## config.mk

```make
export PLATFORM = sky130hd
export DESIGN_NAME = fir_out_quantizer
export DESIGN_NICKNAME = d
export VERILOG_FILES = /design/src/rtl/fir_pkg.sv /design/src/rtl/sync_fifo.sv /design/src/rtl/fir_out_quantizer.sv
export SDC_FILE = /design/constraint.sdc
export NUM_CORES = 1
export LEC_CHECK = 0
export ABC_AREA = 1
export CORE_ASPECT_RATIO = 1.1
export CORE_MARGIN = 4
export CORE_UTILIZATION = 25
export CTS_CLUSTER_DIAMETER = 150
export DETAILED_ROUTE_END_ITERATION = 10
export DONT_BUFFER_PORTS = 1
export HOLD_SLACK_MARGIN = 0.1
export PLACE_DENSITY = 0.42
export REMOVE_ABC_BUFFERS = 1
export SLEW_MARGIN = 20
export SYNTH_ARGS = -nofsm -noshare
export SYNTH_HDL_FRONTEND = slang
export SYNTH_SLANG_ARGS = --single-unit
```

## constraint.sdc

```tcl
create_clock -name clk -period 2.9 [get_ports clk]
set_input_delay 0.29 -clock clk [delete_from_list [all_inputs] [get_ports clk]]
set_output_delay 0.29 -clock clk [all_outputs]
set_load 0.05 [all_outputs]
```

## src/rtl/fir_pkg.sv

```systemverilog
// Shared constants for the FIR datapath: default widths, shift, decimation and
// saturation limits used by fir_filter and fir_out_quantizer.
package fir_pkg;

    localparam int FIR_ACC_W      = 39;
    localparam int FIR_OUT_W      = 16;
    localparam int FIR_SHIFT      = 15;
    localparam int FIR_DECIM      = 4;
    localparam int FIR_FIFO_DEPTH = 4;

    typedef logic signed [FIR_OUT_W-1:0] fir_sample_t;

    // Two's-complement limits of a w-bit signed word (w up to 31).
    function automatic int fir_sat_max(input int w);
        return (32'sd1 <<< (w - 1)) - 32'sd1;
    endfunction

    function automatic int fir_sat_min(input int w);
        return -(32'sd1 <<< (w - 1));
    endfunction

endpackage

```

## src/rtl/sync_fifo.sv

```systemverilog
// First-word-fall-through synchronous FIFO; a write while full is accepted
// only when a pop happens on the same edge.
module sync_fifo #(
    parameter int WIDTH = 16,
    parameter int DEPTH = 4,
    localparam int AW   = $clog2(DEPTH),
    localparam int LW   = AW + 1
) (
    input  logic             clk,
    input  logic             rst,
    input  logic             wr_en,
    input  logic [WIDTH-1:0] wr_data,
    input  logic             rd_en,
    output logic [WIDTH-1:0] rd_data,
    output logic             full,
    output logic             empty,
    output logic [LW-1:0]    level
);

    logic [WIDTH-1:0] mem_q [DEPTH];
    logic [AW-1:0]    wr_ptr_q, wr_ptr_d;
    logic [AW-1:0]    rd_ptr_q, rd_ptr_d;
    logic [LW-1:0]    level_q, level_d;
    logic             push_s, pop_s;

    // Push/pop qualification and next pointer/level values.
    always_comb begin
        pop_s    = rd_en & (level_q != LW'(0));
        push_s   = wr_en & ((level_q != LW'(DEPTH)) | pop_s);
        wr_ptr_d = wr_ptr_q;
        rd_ptr_d = rd_ptr_q;
        level_d  = level_q;
        if (push_s) begin
            wr_ptr_d = wr_ptr_q + AW'(1);
        end else begin
            wr_ptr_d = wr_ptr_q;
        end
        if (pop_s) begin
            rd_ptr_d = rd_ptr_q + AW'(1);
        end else begin
            rd_ptr_d = rd_ptr_q;
        end
        case ({push_s, pop_s})
            2'b10:   level_d = level_q + LW'(1);
            2'b01:   level_d = level_q - LW'(1);
            default: level_d = level_q;
        endcase
    end

    // Pointer and occupancy registers.
    always_ff @(posedge clk) begin
        if (rst) begin
            wr_ptr_q <= '0;
            rd_ptr_q <= '0;
            level_q  <= '0;
        end else begin
            wr_ptr_q <= wr_ptr_d;
            rd_ptr_q <= rd_ptr_d;
            level_q  <= level_d;
        end
    end

    // Storage needs no reset: the empty flag masks stale entries.
    always_ff @(posedge clk) begin
        if (push_s) begin
            mem_q[wr_ptr_q] <= wr_data;
        end
    end

    assign empty   = (level_q == LW'(0));
    assign full    = (level_q == LW'(DEPTH));
    assign level   = level_q;
    assign rd_data = empty ? '0 : mem_q[rd_ptr_q];

endmodule

```

## src/rtl/fir_out_quantizer.sv

```systemverilog
// Decimates FIR accumulator output, rounds and saturates it to OUT_WIDTH bits,
// and buffers the result in a small FWFT FIFO with overflow reporting.
module fir_out_quantizer
    import fir_pkg::*;
#(
    parameter int IN_WIDTH   = FIR_ACC_W,
    parameter int OUT_WIDTH  = FIR_OUT_W,
    parameter int SHIFT      = FIR_SHIFT,
    parameter int DECIM      = FIR_DECIM,
    parameter int FIFO_DEPTH = FIR_FIFO_DEPTH
) (
    input  logic                          clk,
    input  logic                          rst,
    input  logic                          in_valid,
    input  logic signed [IN_WIDTH-1:0]    din,
    output logic signed [OUT_WIDTH-1:0]   dout,
    output logic                          dout_valid,
    input  logic                          dout_ready,
    output logic                          sat_pulse,
    output logic                          ovf_sticky,
    input  logic                          clr_ovf,
    output logic [$clog2(FIFO_DEPTH):0]   fifo_level
);

    localparam int PH_W = (DECIM > 1) ? $clog2(DECIM) : 1;
    localparam logic signed [IN_WIDTH:0] RND =
        $signed({{(IN_WIDTH + 1 - SHIFT){1'b0}}, 1'b1, {(SHIFT - 1){1'b0}}});
    localparam logic signed [IN_WIDTH:0] SAT_HI = (IN_WIDTH + 1)'(fir_sat_max(OUT_WIDTH));
    localparam logic signed [IN_WIDTH:0] SAT_LO = (IN_WIDTH + 1)'(fir_sat_min(OUT_WIDTH));

    logic [PH_W-1:0]             phase_q, phase_d;
    logic                        keep_s;
    logic signed [IN_WIDTH:0]    sum_s;
    logic signed [IN_WIDTH:0]    s1_val_q, s1_val_d;
    logic                        s1_valid_q, s1_valid_d;
    logic signed [OUT_WIDTH-1:0] s2_val_q, s2_val_d;
    logic                        s2_valid_q, s2_valid_d;
    logic                        sat_q, sat_d;
    logic                        ovf_q, ovf_d;
    logic                        fifo_full_s, fifo_empty_s;
    logic                        pop_s, drop_s;
    logic [OUT_WIDTH-1:0]        fifo_rd_data_s;

    // Decimation phase and stage-1 round/shift in one extra bit of headroom.
    always_comb begin
        phase_d = phase_q;
        if (!in_valid) begin
            phase_d = phase_q;
        end else if (phase_q == PH_W'(DECIM - 1)) begin
            phase_d = '0;
        end else begin
            phase_d = phase_q + PH_W'(1);
        end
        keep_s     = in_valid & (phase_q == '0);
        sum_s      = $signed({din[IN_WIDTH-1], din}) + RND;
        s1_val_d   = sum_s >>> SHIFT;
        s1_valid_d = keep_s;
    end

    // Stage-2 clamp; the clip flag travels with the sample into the FIFO write slot.
    always_comb begin
        s2_val_d   = s1_val_q[OUT_WIDTH-1:0];
        sat_d      = 1'b0;
        s2_valid_d = s1_valid_q;
        if (s1_val_q > SAT_HI) begin
            s2_val_d = SAT_HI[OUT_WIDTH-1:0];
            sat_d    = s1_valid_q;
        end else if (s1_val_q < SAT_LO) begin
            s2_val_d = SAT_LO[OUT_WIDTH-1:0];
            sat_d    = s1_valid_q;
        end else begin
            s2_val_d = s1_val_q[OUT_WIDTH-1:0];
            sat_d    = 1'b0;
        end
    end

    // A drop is a write into a full FIFO that is not popped on the same edge; it beats clr_ovf.
    always_comb begin
        pop_s  = ~fifo_empty_s & dout_ready;
        drop_s = s2_valid_q & fifo_full_s & ~pop_s;
        ovf_d  = ovf_q;
        if (drop_s) begin
            ovf_d = 1'b1;
        end else if (clr_ovf) begin
            ovf_d = 1'b0;
        end else begin
            ovf_d = ovf_q;
        end
    end

    // Pipeline, phase and status registers.
    always_ff @(posedge clk) begin
        if (rst) begin
            phase_q    <= '0;
            s1_val_q   <= '0;
            s1_valid_q <= 1'b0;
            s2_val_q   <= '0;
            s2_valid_q <= 1'b0;
            sat_q      <= 1'b0;
            ovf_q      <= 1'b0;
        end else begin
            phase_q    <= phase_d;
            s1_val_q   <= s1_val_d;
            s1_valid_q <= s1_valid_d;
            s2_val_q   <= s2_val_d;
            s2_valid_q <= s2_valid_d;
            sat_q      <= sat_d;
            ovf_q      <= ovf_d;
        end
    end

    sync_fifo #(
        .WIDTH (OUT_WIDTH),
        .DEPTH (FIFO_DEPTH)
    ) u_fifo (
        .clk     (clk),
        .rst     (rst),
        .wr_en   (s2_valid_q),
        .wr_data (s2_val_q),
        .rd_en   (dout_ready),
        .rd_data (fifo_rd_data_s),
        .full    (fifo_full_s),
        .empty   (fifo_empty_s),
        .level   (fifo_level)
    );

    assign dout       = $signed(fifo_rd_data_s);
    assign dout_valid = ~fifo_empty_s;
    assign sat_pulse  = sat_q;
    assign ovf_sticky = ovf_q;

endmodule

```

==> results by group <==
Floorplanning
  – Chip Height: 155.9 µm
  – Rows: 53
  – Core Region: 0.01936 mm²
  – Starting density of the core: 0.2568
  – Io pins: 66
  – Die area: 0.02221 mm²
  – Die width: 142.5 µm

Timing
  – Final-report setup violation count: 0
  – Slew margin rel.: 0.5402
  – Final Critical Period: 2.145 ns
  – Final Hold Vio Count: 0
  – Achievable Freq: 0.4663 GHz
  – Fin crit share: 0.7396
  – Clk_skew: 0.006333 ns
  – Max Slew Vio Count: 0
  – Final worst slack: 0.7553 ns
  – TNS Setup: 0 ns
  – RSZ-0062 raised after global routing: false
  – Worst-margin pin slew: 0.6889 ns

Synthesis
  – Number of enable flip-flop cells after synthesis: 64
  – Main area contributors after synthesis: edfxtp_1 39%, dfxtp_1 23%, nor2_1 9.1%
  – Synth Instances: 544
  – Synthesis-stage register bit count: 120
  – Post-synth top cells: 120 x nor2_1, 87 x nand2_1, 64 x edfxtp_1
  – Share of the synthesized area in the top cell type: 0.3865
  – Sequential area share after synthesis: 0.6120
  – Cell accounting for the most synthesized area: edfxtp_1
  – Synthesized area: 0.004972 mm²
  – Syn avg cell area: 9.140 µm²
  – Asr flop ratio synth: 0
  – Netlist cell types: 27
  – Main synth FF type: edfxtp_1
  – Synth Warn #: 0
  – Most frequent cell after synthesis: nor2_1

Placement
  – Setup WS pre-CTS: 0.8094 ns
  – Routability cong.: 0.8260
  – Area of placed instances: 0.005409 mm²
  – PortBufs: 0
  – DP Cell Count: 801
  – Post-DP HPWL: 7.824 mm

GRT
  – Initial antenna violation count: 0
  – Vias in the first global route: 3712
  – Remaining global-route overflow: 0
  – First-pass GRT wire length: 19.24 mm
  – GRT Util Overall: 0.1118
  – Largest net degree at the start of global routing: 35

Setup path
  – Crit path launch type: register
  – Crit path max-delay family: buffers and inverters
  – WP buf/inv: 5
  – Endpoint class of the critical path: output port
  – Largest stage delay, worst path: 0.30 ns
  – Type of the worst setup path: reg -> out
  – Slowest CP cell: dfxtp_1
  – Most Frequent Cell on Critical Path: buf_4
  – Worst EP arrival: 1.85 ns
  – Worst EP required: 2.61 ns
  – Critical-path cell list: buf_4, inv_1, nand2_1, inv_2, buf_4, a21oi_1, buf_4
  – Worst-path fanout max: 17

Final layout
  – Fin cells: 859
  – Fill cell count: 2068
  – Antenna Cells: 0
  – Final instance area: 0.006266 mm²
  – Layout area overhead: 26.02%
  – Share of cells above drive strength 1: 0.1111
  – Final net count: 652

CTS
  – Skew-Pair Late Insertion Delay: 0.40 ns
  – CTS HTree Levels: 4
  – Cts repair resizes: 0
  – Worst-path clk slew: 0.05 ns
  – Clock buffer depth: 2
  – Clk sink count: 120
  – CTS tree: built
  – Cts bufs inserted: 17
  – CTS root buf: clkbuf_16

Drt
  – Initial DRC Count: 182
  – WL met3: 507 µm
  – Drt wl/cell: 13.64 µm
  – Routed vias/inst: 4.225
  – Top sig layer: met4
  – Metal-1 WL: 5.336 mm
  – DRT Wirelength: 11.71 mm
  – Vias post-DR: 3629
  – Final ANT Viol Nets: 0
  – DRC errors left: 0
  – Drt first pass iters: 4
  – Metal2 WL: 5.673 mm

Pwr
  – Share of power burned in registers: 0.416
  – Maximum VDD drop: 0.4525 mV
  – Leak: 2.435 nW
  – Int Power: 3.407 mW
  – Psw: 1.162 mW
  – Pwr Density: 729.2 mW/mm²
  – Switching Share: 0.2542
  – Clock power frac: 0.446
  – Comb pwr share: 0.137

Worst hold path
  – Hold Crit Class: in -> reg

Flow run
  – Number of max-cap violations: 0

Status
  – Status: finished clean
==> per-stage QoR <==
stage          hold slack (ns)  utilization  power, mW
2_1_floorplan           0.3591            -      2.333
3_3_place_gp            0.3669       0.2793      2.528
3_5_place_dp            0.3668       0.2793      2.536
4_1_cts                 0.1003       0.3236      4.634
5_1_grt                 0.1102       0.3236      4.776
6_report                0.1151       0.3236      4.569
==> state kept, by name, summed over array words and instances, names as in the netlist, named ones only <==
name	flops
s2_valid_q	1
s2_val_q	16
sat_pulse	1
ovf_sticky	1
u_fifo.wr_ptr_q	2
s1_val_q	25
u_fifo.level	3
u_fifo.rd_ptr_q	2
phase_q	2
u_fifo.mem_q	64
s1_valid_q	1
==> cell usage in the layout, fill, tap and decap left out, types with 7 or more instances in the layout <==
cell type      synthesis  layout
nand3_1                7       7
dfxtp_1               56      56
nand4_1                8       8
ha_1                   8       8
a21oi_1               57      57
nor2_1               120     120
edfxtp_1              64      64
dlygate4sd3_1          0      25
nand2_1               87      87
clkbuf_16              0      18
o21ai_0               44      44
inv_1                 47      47
buf_4                  1      28
==> cells by family after synthesis <==
kind of cell             Yosys count  synth area share
AO/OA/AOI/OAI                    107            0.1097
XOR/XNOR                           3          0.005285
adder cells (fa/ha/maj)            9           0.02416
buffers and inverters             67           0.05360
flip-flops                       120            0.6120
AND/OR/NAND/NOR                  238            0.1953
==> layout make-up <==
class | count | area [µm²] | area share
tap | 247 | 309.0 | 0.04932
inverter | 49 | 183.9 | 0.02935
timing repair buffer | 54 | 480.5 | 0.07668
clock inverter | 7 | 90.09 | 0.01438
sequential | 120 | 3043 | 0.4856
clock buffer | 25 | 496.7 | 0.07927
multi-input combinational | 357 | 1663 | 0.2654
==> worst register-to-register path, stage by stage (launching register included) <==
cell,delay (ns)
dfxtp_1,0.30
buf_4,0.20
inv_1,0.09
nand2_1,0.10
inv_2,0.04
nor2_2,0.17
ha_1,0.18
inv_1,0.06
fa_1,0.38
a21oi_1,0.15
o21ai_0,0.11
o21ai_0,0.15
a21oi_1,0.05
==> metal layers <==
metal / track usage / vias up
li1: - / 1914
met1: 0.1356 / 1644
met3: 0.03311 / 13
met2: 0.1867 / 58
met5: 0 / -
met4: 0.04346 / 0
==> power by group through the flow <==
stage	Combinational (mW)	Clock, mW	Sequential (mW)
global route	0.697	2.17	1.91
detailed placement	0.600	0	1.94
global placement	0.596	0	1.93
finish	0.628	2.04	1.90
floorplan	0.378	0	1.95
CTS	0.644	2.09	1.90
==> repair_timing <==
action,in CTS,in global routing
hold buffers,26,0
setup buffers,0,0
hold endpoints to repair,47,0
==> worst paths after layout <==
path | from | end | slack, ns | cells after the start
worst min-delay path | din[30] | s1_val_q[15]$_SDFF_PP0_ | 0.12 | 2
worst max register to register | u_fifo.level[2]$_SDFFE_PP0P_ | u_fifo.level[2]$_SDFFE_PP0P_ | 0.80 | 12
worst min register to register | s1_val_q[7]$_SDFF_PP0_ | s2_val_q[7]$_SDFF_PP0_ | 0.45 | 2
worst max-delay path | u_fifo.level[2]$_SDFFE_PP0P_ | dout[7] | 0.76 | 7
Note: power is estimated with default switching activity, not from simulation.
